### config.mk
export PLATFORM = sky130hd
export DESIGN_NAME = mem_stage
export DESIGN_NICKNAME = d
export VERILOG_FILES = /design/src/rtl/mem_stage_pkg.sv /design/src/rtl/mem_stage_load_align.sv /design/src/rtl/mem_stage.sv
export SDC_FILE = /design/constraint.sdc
export NUM_CORES = 1
export LEC_CHECK = 0
export CAP_MARGIN = 5
export CORE_AREA = 5 5 164 166
export CTS_BUF_LIST = sky130_fd_sc_hd__clkbuf_2 sky130_fd_sc_hd__clkbuf_4 sky130_fd_sc_hd__clkbuf_8
export CTS_CLUSTER_DIAMETER = 30
export DETAILED_ROUTE_END_ITERATION = 12
export DIE_AREA = 0 0 169 171
export PLACE_DENSITY = 0.88
export RECOVER_POWER = 25
export SETUP_SLACK_MARGIN = 0.4
export SYNTH_ARGS = -nofsm -noshare
export SYNTH_HDL_FRONTEND = slang
export SYNTH_HIERARCHICAL = 1
export SYNTH_SLANG_ARGS = --single-unit
### constraint.sdc
create_clock -name clk -period 4 [get_ports clk]
set_input_delay 0.8 -clock clk [delete_from_list [all_inputs] [get_ports clk]]
set_output_delay 0.8 -clock clk [all_outputs]
set_load 0.02 [all_outputs]
### src/rtl/mem_stage_pkg.sv
// Shared types and widths for the MEM pipeline stage.
package mem_stage_pkg;

  localparam int EX_MEM_BUS_W = 45;
  localparam int MEM_RF_BUS_W = 40;
  localparam int EXCEPT_BUS_W = 86;
  localparam int FWD_BUS_W    = 39;

  // Bit positions inside the one-hot ld_op field.
  localparam int LD_B  = 4;
  localparam int LD_H  = 3;
  localparam int LD_W  = 2;
  localparam int LD_BU = 1;
  localparam int LD_HU = 0;

  typedef struct packed {
    logic [4:0]  ld_op;
    logic        mem_req;
    logic        csr_re;
    logic        rf_we;
    logic [4:0]  rf_waddr;
    logic [31:0] alu_result;
  } ex_mem_bus_t;

  typedef struct packed {
    logic        ale;
    logic        adef;
    logic        ine;
    logic        intr;
    logic        brk;
    logic [13:0] csr_num;
    logic [31:0] csr_wmask;
    logic [31:0] csr_wvalue;
    logic        syscall;
    logic        ertn;
    logic        csr_we;
  } except_bus_t;

  // True when the instruction carries any exception (ertn is not an exception).
  function automatic logic exc_any(input except_bus_t e);
    return e.ale | e.adef | e.ine | e.intr | e.brk | e.syscall;
  endfunction

endpackage

### src/rtl/mem_stage_load_align.sv
// Selects and extends the addressed byte/halfword of a load response.
module mem_stage_load_align
  import mem_stage_pkg::*;
(
  input  logic [4:0]  ld_op_i,
  input  logic [1:0]  offset_i,
  input  logic [31:0] rdata_i,
  output logic [31:0] data_o
);

  logic [7:0]  byte_sel;
  logic [15:0] half_sel;

  // Lane select by address offset, then sign/zero extension by load type.
  always_comb begin
    byte_sel = rdata_i[7:0];
    unique case (offset_i)
      2'd0: byte_sel = rdata_i[7:0];
      2'd1: byte_sel = rdata_i[15:8];
      2'd2: byte_sel = rdata_i[23:16];
      2'd3: byte_sel = rdata_i[31:24];
      default: byte_sel = rdata_i[7:0];
    endcase
    half_sel = offset_i[1] ? rdata_i[31:16] : rdata_i[15:0];

    data_o = 32'h0;
    if (ld_op_i[LD_B]) begin
      data_o = {{24{byte_sel[7]}}, byte_sel};
    end else if (ld_op_i[LD_BU]) begin
      data_o = {24'h0, byte_sel};
    end else if (ld_op_i[LD_H]) begin
      data_o = {{16{half_sel[15]}}, half_sel};
    end else if (ld_op_i[LD_HU]) begin
      data_o = {16'h0, half_sel};
    end else if (ld_op_i[LD_W]) begin
      data_o = rdata_i;
    end
  end

endmodule

### src/rtl/mem_stage.sv
// MEM stage: latches EX results, waits for the data-SRAM response,
// aligns load data and presents WB / forwarding / exception buses.
module mem_stage
  import mem_stage_pkg::*;
(
  input  logic                    clk,
  input  logic                    resetn,
  input  logic                    EX_MEM_valid,
  output logic                    MEM_allowin,
  input  logic [EX_MEM_BUS_W-1:0] EX_MEM_bus,
  input  logic [31:0]             EX_pc,
  input  logic [EXCEPT_BUS_W-1:0] EX_except_bus,
  input  logic                    data_sram_data_ok,
  input  logic [31:0]             data_sram_rdata,
  input  logic                    WB_allowin,
  input  logic                    flush,
  output logic                    MEM_WB_valid,
  output logic [MEM_RF_BUS_W-1:0] MEM_rf_bus,
  output logic [31:0]             MEM_pc,
  output logic [31:0]             MEM_alu_result,
  output logic [EXCEPT_BUS_W-1:0] MEM_except_bus,
  output logic [FWD_BUS_W-1:0]    MEM_fwd_bus,
  output logic                    MEM_exc_ertn
);

  logic        valid_q, valid_d;
  ex_mem_bus_t ex_q, ex_d;
  logic [31:0] pc_q, pc_d;
  except_bus_t exc_q, exc_d;
  logic [31:0] rdata_buf_q, rdata_buf_d;
  logic        rdata_buf_vld_q, rdata_buf_vld_d;
  logic        discard_q, discard_d;

  logic        exc_hit;
  logic        mem_req_eff;
  logic        data_ok_now;
  logic        ready_go;
  logic        res_from_mem;
  logic        accept;
  logic        handoff;
  logic        in_wait;
  logic        ld_wait;
  logic [31:0] rdata_sel;
  logic [31:0] ld_data;
  logic [31:0] rf_wdata;

  // Handshake and response bookkeeping; a faulting instruction never waits on memory.
  always_comb begin
    exc_hit      = exc_any(exc_q);
    mem_req_eff  = ex_q.mem_req & ~exc_hit;
    data_ok_now  = data_sram_data_ok & ~discard_q;
    ready_go     = ~mem_req_eff | rdata_buf_vld_q | data_ok_now;
    res_from_mem = |ex_q.ld_op;
    MEM_allowin  = ~valid_q | (ready_go & WB_allowin);
    accept       = EX_MEM_valid & MEM_allowin;
    MEM_WB_valid = valid_q & ready_go & ~flush;
    handoff      = MEM_WB_valid & WB_allowin;
    in_wait      = valid_q & mem_req_eff & ~rdata_buf_vld_q & ~data_ok_now;
    ld_wait      = valid_q & res_from_mem & ~ready_go;
    rdata_sel    = rdata_buf_vld_q ? rdata_buf_q : data_sram_rdata;
  end

  mem_stage_load_align u_load_align (
    .ld_op_i  (ex_q.ld_op),
    .offset_i (ex_q.alu_result[1:0]),
    .rdata_i  (rdata_sel),
    .data_o   (ld_data)
  );

  // Output bus assembly from the latched payload.
  always_comb begin
    rf_wdata       = res_from_mem ? ld_data : ex_q.alu_result;
    MEM_rf_bus     = {res_from_mem, ex_q.csr_re, ex_q.rf_we, ex_q.rf_waddr, rf_wdata};
    MEM_fwd_bus    = {valid_q & ex_q.rf_we, ld_wait, ex_q.rf_waddr, rf_wdata};
    MEM_pc         = pc_q;
    MEM_alu_result = ex_q.alu_result;
    MEM_except_bus = exc_q;
    MEM_exc_ertn   = valid_q & (exc_hit | exc_q.ertn);
  end

  // Next-state: flush beats accept; a flushed in-flight request leaves one response to drop.
  always_comb begin
    valid_d         = valid_q;
    ex_d            = ex_q;
    pc_d            = pc_q;
    exc_d           = exc_q;
    rdata_buf_d     = rdata_buf_q;
    rdata_buf_vld_d = rdata_buf_vld_q;
    discard_d       = discard_q;

    if (flush) begin
      valid_d = 1'b0;
    end else if (MEM_allowin) begin
      valid_d = EX_MEM_valid;
    end

    if (accept && !flush) begin
      ex_d  = EX_MEM_bus;
      pc_d  = EX_pc;
      exc_d = EX_except_bus;
    end

    if (flush || handoff) begin
      rdata_buf_vld_d = 1'b0;
    end else if (valid_q && mem_req_eff && data_ok_now && !WB_allowin) begin
      rdata_buf_d     = data_sram_rdata;
      rdata_buf_vld_d = 1'b1;
    end

    if (discard_q && data_sram_data_ok) begin
      discard_d = 1'b0;
    end
    if (flush && in_wait) begin
      discard_d = 1'b1;
    end
  end

  // State registers with synchronous active-low reset.
  always_ff @(posedge clk) begin
    if (!resetn) begin
      valid_q         <= 1'b0;
      ex_q            <= '0;
      pc_q            <= 32'h0;
      exc_q           <= '0;
      rdata_buf_q     <= 32'h0;
      rdata_buf_vld_q <= 1'b0;
      discard_q       <= 1'b0;
    end else begin
      valid_q         <= valid_d;
      ex_q            <= ex_d;
      pc_q            <= pc_d;
      exc_q           <= exc_d;
      rdata_buf_q     <= rdata_buf_d;
      rdata_buf_vld_q <= rdata_buf_vld_d;
      discard_q       <= discard_d;
    end
  end

endmodule

==> results.yml, run 1 <==
status:
  status: "finished with violations"
  violations: "capacitance limit, slew limit"
worst_setup_path:
  crit_required_ns: 3.20
  r2r-end: "rdata_buf_q[7]"
  crit_top_cell: "buf_4"
  reg2reg_depth: 5
  critPathLaunch: "data_sram_rdata[31]"
  critPathBufInv: 4
  crit_slowest_cell: "a311oi_1"
  endpoint_kind: "output pin"
  crit_family: "buffers and inverters"
  path_cells: "dlygate4sd2_1 -> mux2_4 -> buf_4 -> o211a_1 -> a311oi_1 -> buf_4 -> o21ai_2 -> mux2_2 -> clkdlybuf4s15_1"
  critPathArrivalTime_ns: 2.81
  crit_path_start_kind: "input port"
  timing.rr.start: "valid_q"
  reg2reg_slack_ns: 0.98
  cp_max_fo: 3
  worstSetupPathType: "input port to output pin"
  slowest_delay_ns: 0.40
logic_synthesis:
  synth_top_family_by_area: "multiplexers"
  syn_area_per_cell_sq_um: 9.186
  synthFlopType: "dfxtp_1"
  syn_inst: 1114
  synth_cell_types: 40
  async_reset_ff_frac: 0
  synth_compound_area_frac: 0.05257
  synth_edf_count: 0
  ys_seq_area_frac: 0.3873
  synth.ff_latch_count: 198
  synth_mux_area_frac: 0.2962
  synth_xor_xnor_area_share: 0
  syn_area_sq_um: 10230
  ys.warnings.count: 6
  synth_fa_ha_area_frac: 0.0009781
  yosys.area_share.simple: 0.1597
  synth_nets: 1315
place:
  gp_congestion: 0.8791
  dp_hpwl_um: 25490
  place_inst: 1753
  pre_cts_ws_ns: -0.1149
  io_buffers: 432
job:
  cap_violations: 1
floorplanning:
  rows: 59
  start_util: 0.4018
  coreArea_sq_um: 25470
  num_io_pins: 433
  die_area_sq_um: 28900
  fp.dieW_um: 169
  die_y_um: 171
timing:
  slew_viol_final: 33
  hold_viol: 0
  setup_slack_ns: 0.3941
  finalSetupViolCount: 0
  skew_ns: 0.02142
  fin_crit_sh: 0.9015
  setup_tns_ns: 0
  worstMarginPinSlew_ns: 2.401
  rsz0062_at_grt: "true"
  min_period_ns: 3.606
  relSlewSlack: -0.6005
  clock.fmax_mhz: 277.3
power:
  p_per_area_nw_per_um2: 321.7
  leakagePower_nw: 6.087
  vdd_ir_drop_max_mv: 0.2103
  power_w: 0.004726
drt:
  drt-initial-drc-count: 544
  wl_um: 32870
  met2_length_um: 16280
  dr.pass1.iters: 5
  highest_layer: "met5"
  wl_met1_um: 12680
  drc: 0
  wire_per_inst_um: 18.40
  ant_nets: 0
  wl_met3_um: 2752
  vias_per_cell: 4.955
  via_count: 8849
layout:
  nets: 1638
  fin_util: 0.5768
  final_cell_count_no_fill: 1786
  n_fill_cell: 2133
  final_layout_size_suffix_gt1_frac: 0.1600
  syn_to_final_growth_pct: 43.55
grt:
  grt_max_degree: 119
  antenna_found_initial: 3
  grt_pass1_wl_um: 49510
  grt_usage: 0.2145
  grt_pass1_vias: 8953
  grt_overflow: 0
clock_tree:
  cts_root_buf: "clkbuf_8"
  clkTransAtPathRegs_ns: 0.12
  cts_tree: "done"
  h-tree-depth: 4
  post_cts_buffers: 0
  postCtsHoldBufs: 0
  clk_latency_ns: 0.47
  clk_path_buf_depth: 2
  cts_sinks: 198
  numCtsBuffers: 17
min_path:
  hold_depth: 2
  hold_end: "MEM_pc[18]"
  min_from: "MEM_pc[18]"
  hold_class: "flop to flop"
cell type report:
| class | count | area [sq um] | share of cell area |
|---|---|---|---|
| clock buffers | 17 | 234.0 | 0.01593 |
| inverters | 3 | 11.26 | 0.0007665 |
| repair buffers | 468 | 4578 | 0.3116 |
| flip-flops and latches | 198 | 3969 | 0.2702 |
| multi-input cells | 749 | 5284 | 0.3597 |
| diodes | 1 | 2.502 | 0.0001703 |
| well taps | 335 | 419.2 | 0.02853 |
| clock inverters | 15 | 192.7 | 0.01312 |
cell families after synthesis:
group	count (synthesis)
mux	283
flops	198
buf+inv	167
fa+ha+maj	1
compound gates	73
simple gates	392
worst max path at each step:
stage / endpoint / cells after the start
floorplan: MEM_rf_bus[11] / 9
global placement: MEM_rf_bus[30] / 8
detailed placement: MEM_fwd_bus[25] / 8
CTS: MEM_fwd_bus[5] / 7
global route: MEM_pc[27] / 6
finish: MEM_fwd_bus[15] / 9
layout by cell type (no fill, tap or decap), types with 2 or more instances in the layout:
master           synthesis  final
nor4_1                   2      2
clkdlybuf4s50_1          0    293
dfxtp_1                198    196
clkdlybuf4s15_1          0     10
o21ai_2                 20     22
nand4_1                  2      2
dlygate4sd3_1            0     69
inv_1                    3      3
nor2b_1                 37     37
inv_12                   0      2
clkbuf_8                 0     17
nor3b_1                  2      2
o41a_1                   2      2
o21ai_1                 12     10
inv_6                    0      2
dlygate4sd2_1            0     15
mux2_2                  79     71
mux2_4                   0      8
mux4_2                   8      8
buf_12                   2      7
buf_6                   10      4
clkdlybuf4s15_2          0     17
buf_4                   79     29
a21oi_1                 18     18
nand2b_1                 2      2
mux2i_1                196    196
a22oi_1                 15     13
buf_2                   20     21
inv_8                    0      5
a22oi_2                  0      2
or2_1                    1      2
nand2_1                335    335
clkinv_8                 0      5
registers in the layout (all words and copies together), names as in the netlist, 2 cells and up:
| name | count |
|---|---|
| rdata_buf_q | 32 |
| MEM_alu_result | 32 |
| MEM_fwd_bus | 5 |
| MEM_rf_bus | 2 |
| MEM_pc | 32 |
| ex_q | 6 |
| MEM_except_bus | 86 |
routing by layer:
| metal | up-vias | GRT usage |
|---|---|---|
| met5 | - | 0 |
| met4 | 2 | 0.07910 |
| met3 | 71 | 0.07810 |
| met2 | 344 | 0.3692 |
| met1 | 4143 | 0.2454 |
| li1 | 4289 | - |
power by group:
| part | total (W) | switching (W) | internal (W) |
|---|---|---|---|
| combinational | 0.00123 | 0.000619 | 0.000609 |
| clock | 0.00138 | 0.000881 | 0.000498 |
| sequential | 0.00212 | 0.0000626 | 0.00206 |
worst min-delay path: cells and delay by family, from the launching register on:
kind	cells	cell delay [ns]
flops	1	0.33
mux	1	0.05
simple gates	1	0.05
through the flow:
step,hold slack [ns],cell area [sq um]
floorplan,0.4351,10230
detailed placement,0.4475,14310
global placement,0.4405,14310
finish,0.4617,14690
CTS,0.4685,14740
global route,0.4813,14690
cells in the mapped netlist (all sizes together) (3+ instances only):
cell type | count | area share
nand2 | 336 | 0.12
dfxtp | 198 | 0.39
mux2i | 196 | 0.19
buf | 117 | 0.085
mux2 | 79 | 0.087
clkbuf | 47 | 0.017
nor2b | 37 | 0.023
o21ai | 32 | 0.023
a21oi | 18 | 0.0088
a22oi | 15 | 0.011
mux4 | 8 | 0.018
inv | 3 | 0.0011
nor3b | 3 | 0.0027
what timing repair did:
item                       in CTS  in global routing
resized for setup             203                 20
hold endpoints to repair        0                  0
setup endpoints to repair      64                 46
(Power assumes the default switching activity.)
==> run 2: changes to the inputs <==
- SKIP_CTS_REPAIR_TIMING: default -> 1
==> run 2 against run 1 <==
Effect of this change:
- the run still ends with capacitance limit, slew limit left
- worst setup slack got worse by 0.017 ns
- worst hold slack is essentially flat
- sequential share of layout area fell by 0.31 points
- die area unchanged
- register-to-register slack better by 0.02 ns
- critical path type unchanged
- highest routed layer unchanged
==> results.yml, run 2 (synthesized netlist as in run 1, its figures left out) <==
grt:
  grt_usage: 0.2136
  grt_overflow: 0
  grt_pass1_wl_um: 49220
  antenna_found_initial: 2
  grt_max_degree: 119
  grt_pass1_vias: 8933
worst_setup_path:
  timing.rr.start: "valid_q"
  critPathLaunch: "data_sram_rdata[29]"
  worstSetupPathType: "input port to output pin"
  slowest_delay_ns: 0.48
  crit_slowest_cell: "mux4_2"
  crit_path_start_kind: "input port"
  critPathArrivalTime_ns: 2.82
  path_cells: "clkdlybuf4s50_1 -> mux2_2 -> mux4_2 -> nand2_1 -> o21ai_1 -> mux2_4 -> dlymetal6s2s_1"
  crit_required_ns: 3.20
  cp_max_fo: 2
  endpoint_kind: "output pin"
drt:
  via_count: 8877
  ant_nets: 0
  drc: 0
  wire_per_inst_um: 18.52
  drt-initial-drc-count: 515
  vias_per_cell: 4.948
  dr.pass1.iters: 5
  wl_um: 33230
timing:
  finalSetupViolCount: 0
  hold_slack_ns: 0.4619
  worstMarginPinSlew_ns: 2.453
  setup_slack_ns: 0.3774
  relSlewSlack: -0.6355
  hold_viol: 0
  min_period_ns: 3.623
  rsz0062_at_grt: "true"
  skew_ns: 0.02262
  fin_crit_sh: 0.9056
  clock.fmax_mhz: 276.0
  slew_viol_final: 33
layout:
  seq_area_sq_um: 3968
  multi_input_area_sq_um: 5293
  largest_register_ffs: 86
  final_cell_count_no_fill: 1794
  final_layout_size_suffix_gt1_frac: 0.1591
  nets: 1646
  n_fill_cell: 2106
  final_common_cell: "nand2_1"
  syn_to_final_growth_pct: 45.16
  layout_common_cells: "nand2_1 (335), clkdlybuf4s50_1 (293), dfxtp_1 (197)"
  fin_util: 0.5833
place:
  dp_hpwl_um: 25490
  pre_cts_ws_ns: -0.1149
  io_buffers: 432
  place_inst: 1753
  gp_congestion: 0.8791
clock_tree:
  h-tree-depth: 4
  clk_latency_ns: 0.47
  clk_path_buf_depth: 2
  numCtsBuffers: 17
  cts_root_buf: "clkbuf_8"
  clkTransAtPathRegs_ns: 0.12
  cts_tree: "done"
  cts_sinks: 198
floorplanning:
  num_io_pins: 433
  fp.dieW_um: 169
  die_area_sq_um: 28900
  start_util: 0.4018
  rows: 59
  coreArea_sq_um: 25470
  die_y_um: 171
status:
  status: "finished with violations"
  violations: "capacitance limit, slew limit"
power:
  p_comb_frac: 0.266
  switchingPower_w: 0.001569
  power_frac_clock: 0.289
  vdd_ir_drop_max_mv: 0.2106
  sw_frac_of_total: 0.3294
  power.internal_w: 0.003195
  power_frac_seq: 0.445
  p_per_area_nw_per_um2: 320.7
  leakagePower_nw: 6.547
  power_w: 0.004764
min_path:
  min_from: "MEM_pc[18]"
  hold_class: "flop to flop"
job:
  cap_violations: 1
## run 2: changes by cell type in the layout (fill, tap and decap cells not counted), moves of 6 or more
| cell | delta |
|---|---|
| mux2_2 | -6 |
| clkdlybuf4s15_1 | -10 |
| buf_4 | +28 |
| dlygate4sd2_1 | -15 |
| buf_2 | -20 |
| clkdlybuf4s15_2 | -17 |
| clkbuf_2 | +9 |
| dlymetal6s2s_1 | +29 |
| mux2_4 | +6 |
## run 2: final timing paths
path                                       end  slack (ns)  depth (start not counted)
worst max-delay path            MEM_fwd_bus[5]        0.38                          7
worst min-delay path                MEM_pc[18]        0.46                          2
worst max register to register  rdata_buf_q[7]        1.00                          5
worst min register to register      MEM_pc[18]        0.46                          2
## run 2: metal layers
layer | global-route usage | vias to the layer above | share of wire
met5 | 0 | - | 0.00042
met4 | 0.08120 | 2 | 0.032
met3 | 0.07763 | 72 | 0.086
met2 | 0.3668 | 356 | 0.50
met1 | 0.2443 | 4139 | 0.38
li1 | - | 4308 | -
## run 2: final cells by class
cell class | instances | share of cell area
Antenna cell | 1 | 0.0001684
Inverter | 3 | 0.0007580
Tap cell | 335 | 0.02822
Timing Repair Buffer | 476 | 0.3188
Sequential cell | 198 | 0.2671
Clock buffer | 17 | 0.01575
Multi-Input combinational cell | 749 | 0.3563
Clock inverter | 15 | 0.01297
## run 2: worst max-delay path, delay by kind of cell
family                 cells  cell delay (ns)
AND/OR/NAND/NOR            1             0.09
multiplexers               3             1.12
AO/OA/AOI/OAI              1             0.14
buffers and inverters      2             0.68
## run 2: metrics by stage
step,setup TNS (ns),area [sq um]
final,0,14860
after global routing,0,14860
after CTS,-5.396,14740
after detailed placement,-2.833,14310
after global placement,-1.410,14310
after floorplan,0,10230
## run 2: power groups by stage
stage / Clock [W] / Sequential [W] / Combinational, W
detailed placement: 0 / 0.00216 / 0.00127
floorplan: 0 / 0.00222 / 0.000654
global placement: 0 / 0.00216 / 0.00125
CTS: 0.00142 / 0.00212 / 0.00128
finish: 0.00138 / 0.00212 / 0.00127
global route: 0.00150 / 0.00213 / 0.00134
==> run 3: changes to the inputs <==
- CORE_AREA: 5 5 164 166 -> 5 5 167 169
- DIE_AREA: 0 0 169 171 -> 0 0 172 174
- PLACE_DENSITY: 0.88 -> 0.86
- SYNTH_HIERARCHICAL: 1 -> default
- clock period: 4 -> 2.92 ns (I/O delays scaled with it)
==> run 3 against run 2 <==
Effect of this change:
- the flow finishes with violations (setup timing)
- via count decreased by 2.8%
- non-clock buffer count up 63
- combinational power rose by 83%
- critical endpoint is now MEM_fwd_bus[22]
- largest power group unchanged
- highest routed layer unchanged
==> results.yml, run 3 <==
logic_synthesis:
  synth_nets: 1168
  async_reset_ff_frac: 0
  synth_top_area_share: 0.4172
  synth_commonest_cells: "dfxtp_1 (198), mux2i_1 (186), nor2b_1 (163), buf_4 (78), o21ai_0 (52)"
  ys.warnings.count: 0
  synth_edf_count: 0
  synthFlopType: "dfxtp_1"
  syn_inst: 967
  yosys.area.top_type: "dfxtp_1"
  synth.most_common_cell: "dfxtp_1"
  synth_cell_types: 37
  ys_seq_area_frac: 0.4172
  syn_area_sq_um: 9500
  synth.area.top_cells: "dfxtp_1 (42%), mux2i_1 (20%), nor2b_1 (11%), buf_4 (6.2%), mux4_2 (2.8%)"
  syn_area_per_cell_sq_um: 9.825
  synth.ff_latch_count: 198
clock_tree:
  clkTransAtPathRegs_ns: 0.11
  h-tree-depth: 4
  cts_tree: "done"
  numCtsBuffers: 17
  clk_path_buf_depth: 2
  clk_latency_ns: 0.47
  cts_root_buf: "clkbuf_8"
  cts_sinks: 198
status:
  status: "finished with violations"
  violations: "setup timing"
timing:
  fin_crit_sh: 1.021
  relSlewSlack: 0.3821
  skew_ns: 0.02437
  setup_tns_ns: -0.4368
  slew_viol_final: 0
  hold_viol: 0
  min_period_ns: 2.980
  finalSetupViolCount: 20
  setup_slack_ns: -0.06015
  clock.fmax_mhz: 335.6
  worstMarginPinSlew_ns: 0.9268
  rsz0062_at_grt: "true"
drt:
  dr.pass1.iters: 6
  ant_nets: 0
  wire_per_inst_um: 20.23
  via_count: 8632
  wl_um: 35030
  drc: 0
  drt-initial-drc-count: 507
  vias_per_cell: 4.984
worst_setup_path:
  crit_required_ns: 2.34
  endpoint_kind: "output pin"
  crit_path_start_kind: "flop"
  reg2reg_slack_ns: 0.11
  worstSetupPathType: "flop to output pin"
  critPathArrivalTime_ns: 2.40
  cp_max_fo: 4
power:
  p_per_area_nw_per_um2: 456.9
  power_w: 0.007073
  leakagePower_nw: 5.856
  vdd_ir_drop_max_mv: 0.3488
layout:
  n_antenna_cell: 0
  final_common_cell: "clkdlybuf4s50_1"
  final_layout_size_suffix_gt1_frac: 0.2344
  largest_register_ffs: 86
  syn_to_final_growth_pct: 62.93
  nets: 1579
  layout_common_cells: "clkdlybuf4s50_1 (303), dfxtp_1 (191), mux2i_1 (183)"
place:
  dp_hpwl_um: 25680
  io_buffers: 432
  gp_congestion: 0.8631
grt:
  grt_pass1_wl_um: 49330
  grt_max_degree: 84
  antenna_found_initial: 5
  grt_pass1_vias: 8444
  grt_usage: 0.2109
  grt_overflow: 0
min_path:
  hold_class: "flop to flop"
floorplanning:
  num_io_pins: 433
  fp.dieW_um: 172
  start_util: 0.3595
  die_area_sq_um: 29930
  coreArea_sq_um: 26430
  rows: 60
  die_y_um: 174
job:
  cap_violations: 0
-- run 3: cell types whose count changed after synthesis, moves of 15 or more --
cell / delta
o21ai_2: -20
a22oi_1: -15
nand3_1: +35
o21ai_0: +52
nor2_1: +22
mux2_2: -64
nand2_1: -289
nor2b_1: +126
-- run 3: critical path, stage by stage (launching register included) --
cell	delay [ns]
dfxtp_4	0.37
or2_4	0.27
nor3_4	0.29
clkinvlp_4	0.23
buf_6	0.16
buf_4	0.12
o21ai_0	0.09
buf_4	0.16
o22a_4	0.14
buf_6	0.11
-- run 3: final cells by class --
class                   instances  area [sq um]
flip-flops and latches        198          3980
inverters                       6         26.28
repair buffers                539          5463
clock buffers                  19         249.0
clock inverters                13         165.2
repair inverters                1         7.507
multi-input cells             615          5161
fillers                      2151         10950
well taps                     341         426.7
-- run 3: final timing paths --
check	cells after the start	to	start
worst max-delay path	9	MEM_fwd_bus[22]	ex_q[40]
worst min register to register	2	rdata_buf_q[17]	rdata_buf_q[17]
worst max register to register	9	MEM_except_bus[44]	MEM_except_bus[2]
worst min-delay path	2	rdata_buf_q[17]	rdata_buf_q[17]
-- run 3: logic make-up after synthesis --
kind of cell / after synthesis / share of synthesized area
simple gates: 288 / 0.1682
compound gates: 114 / 0.07178
buf+inv: 154 / 0.1006
flops: 198 / 0.4172
mux: 213 / 0.2422
-- run 3: routing by layer --
metal,track usage,share of wire,up-vias
met3,0.05708,0.076,64
met4,0.05634,0.021,6
met1,0.2541,0.40,4121
met2,0.3686,0.50,382
met5,0,0.0011,-
li1,-,-,4059
-- run 3: metrics by stage --
step	util	worst slack, ns	cell area, sq um	std cells	hold slack, ns
2_1_floorplan	-	0.3281	9736	967	0.4325
3_3_place_gp	0.5344	-0.6182	14120	1656	0.4409
5_1_grt	0.5857	-0.1627	15480	1732	0.4908
3_5_place_dp	0.5344	-0.6365	14120	1656	0.4487
6_report	0.5857	-0.06015	15480	1732	0.4690
4_1_cts	0.5501	-0.6403	14540	1688	0.4667
-- run 3: power breakdown --
group,internal [W],switching [W]
logic,0.00122,0.00111
registers,0.00281,0.0000851
clock network,0.000747,0.00111
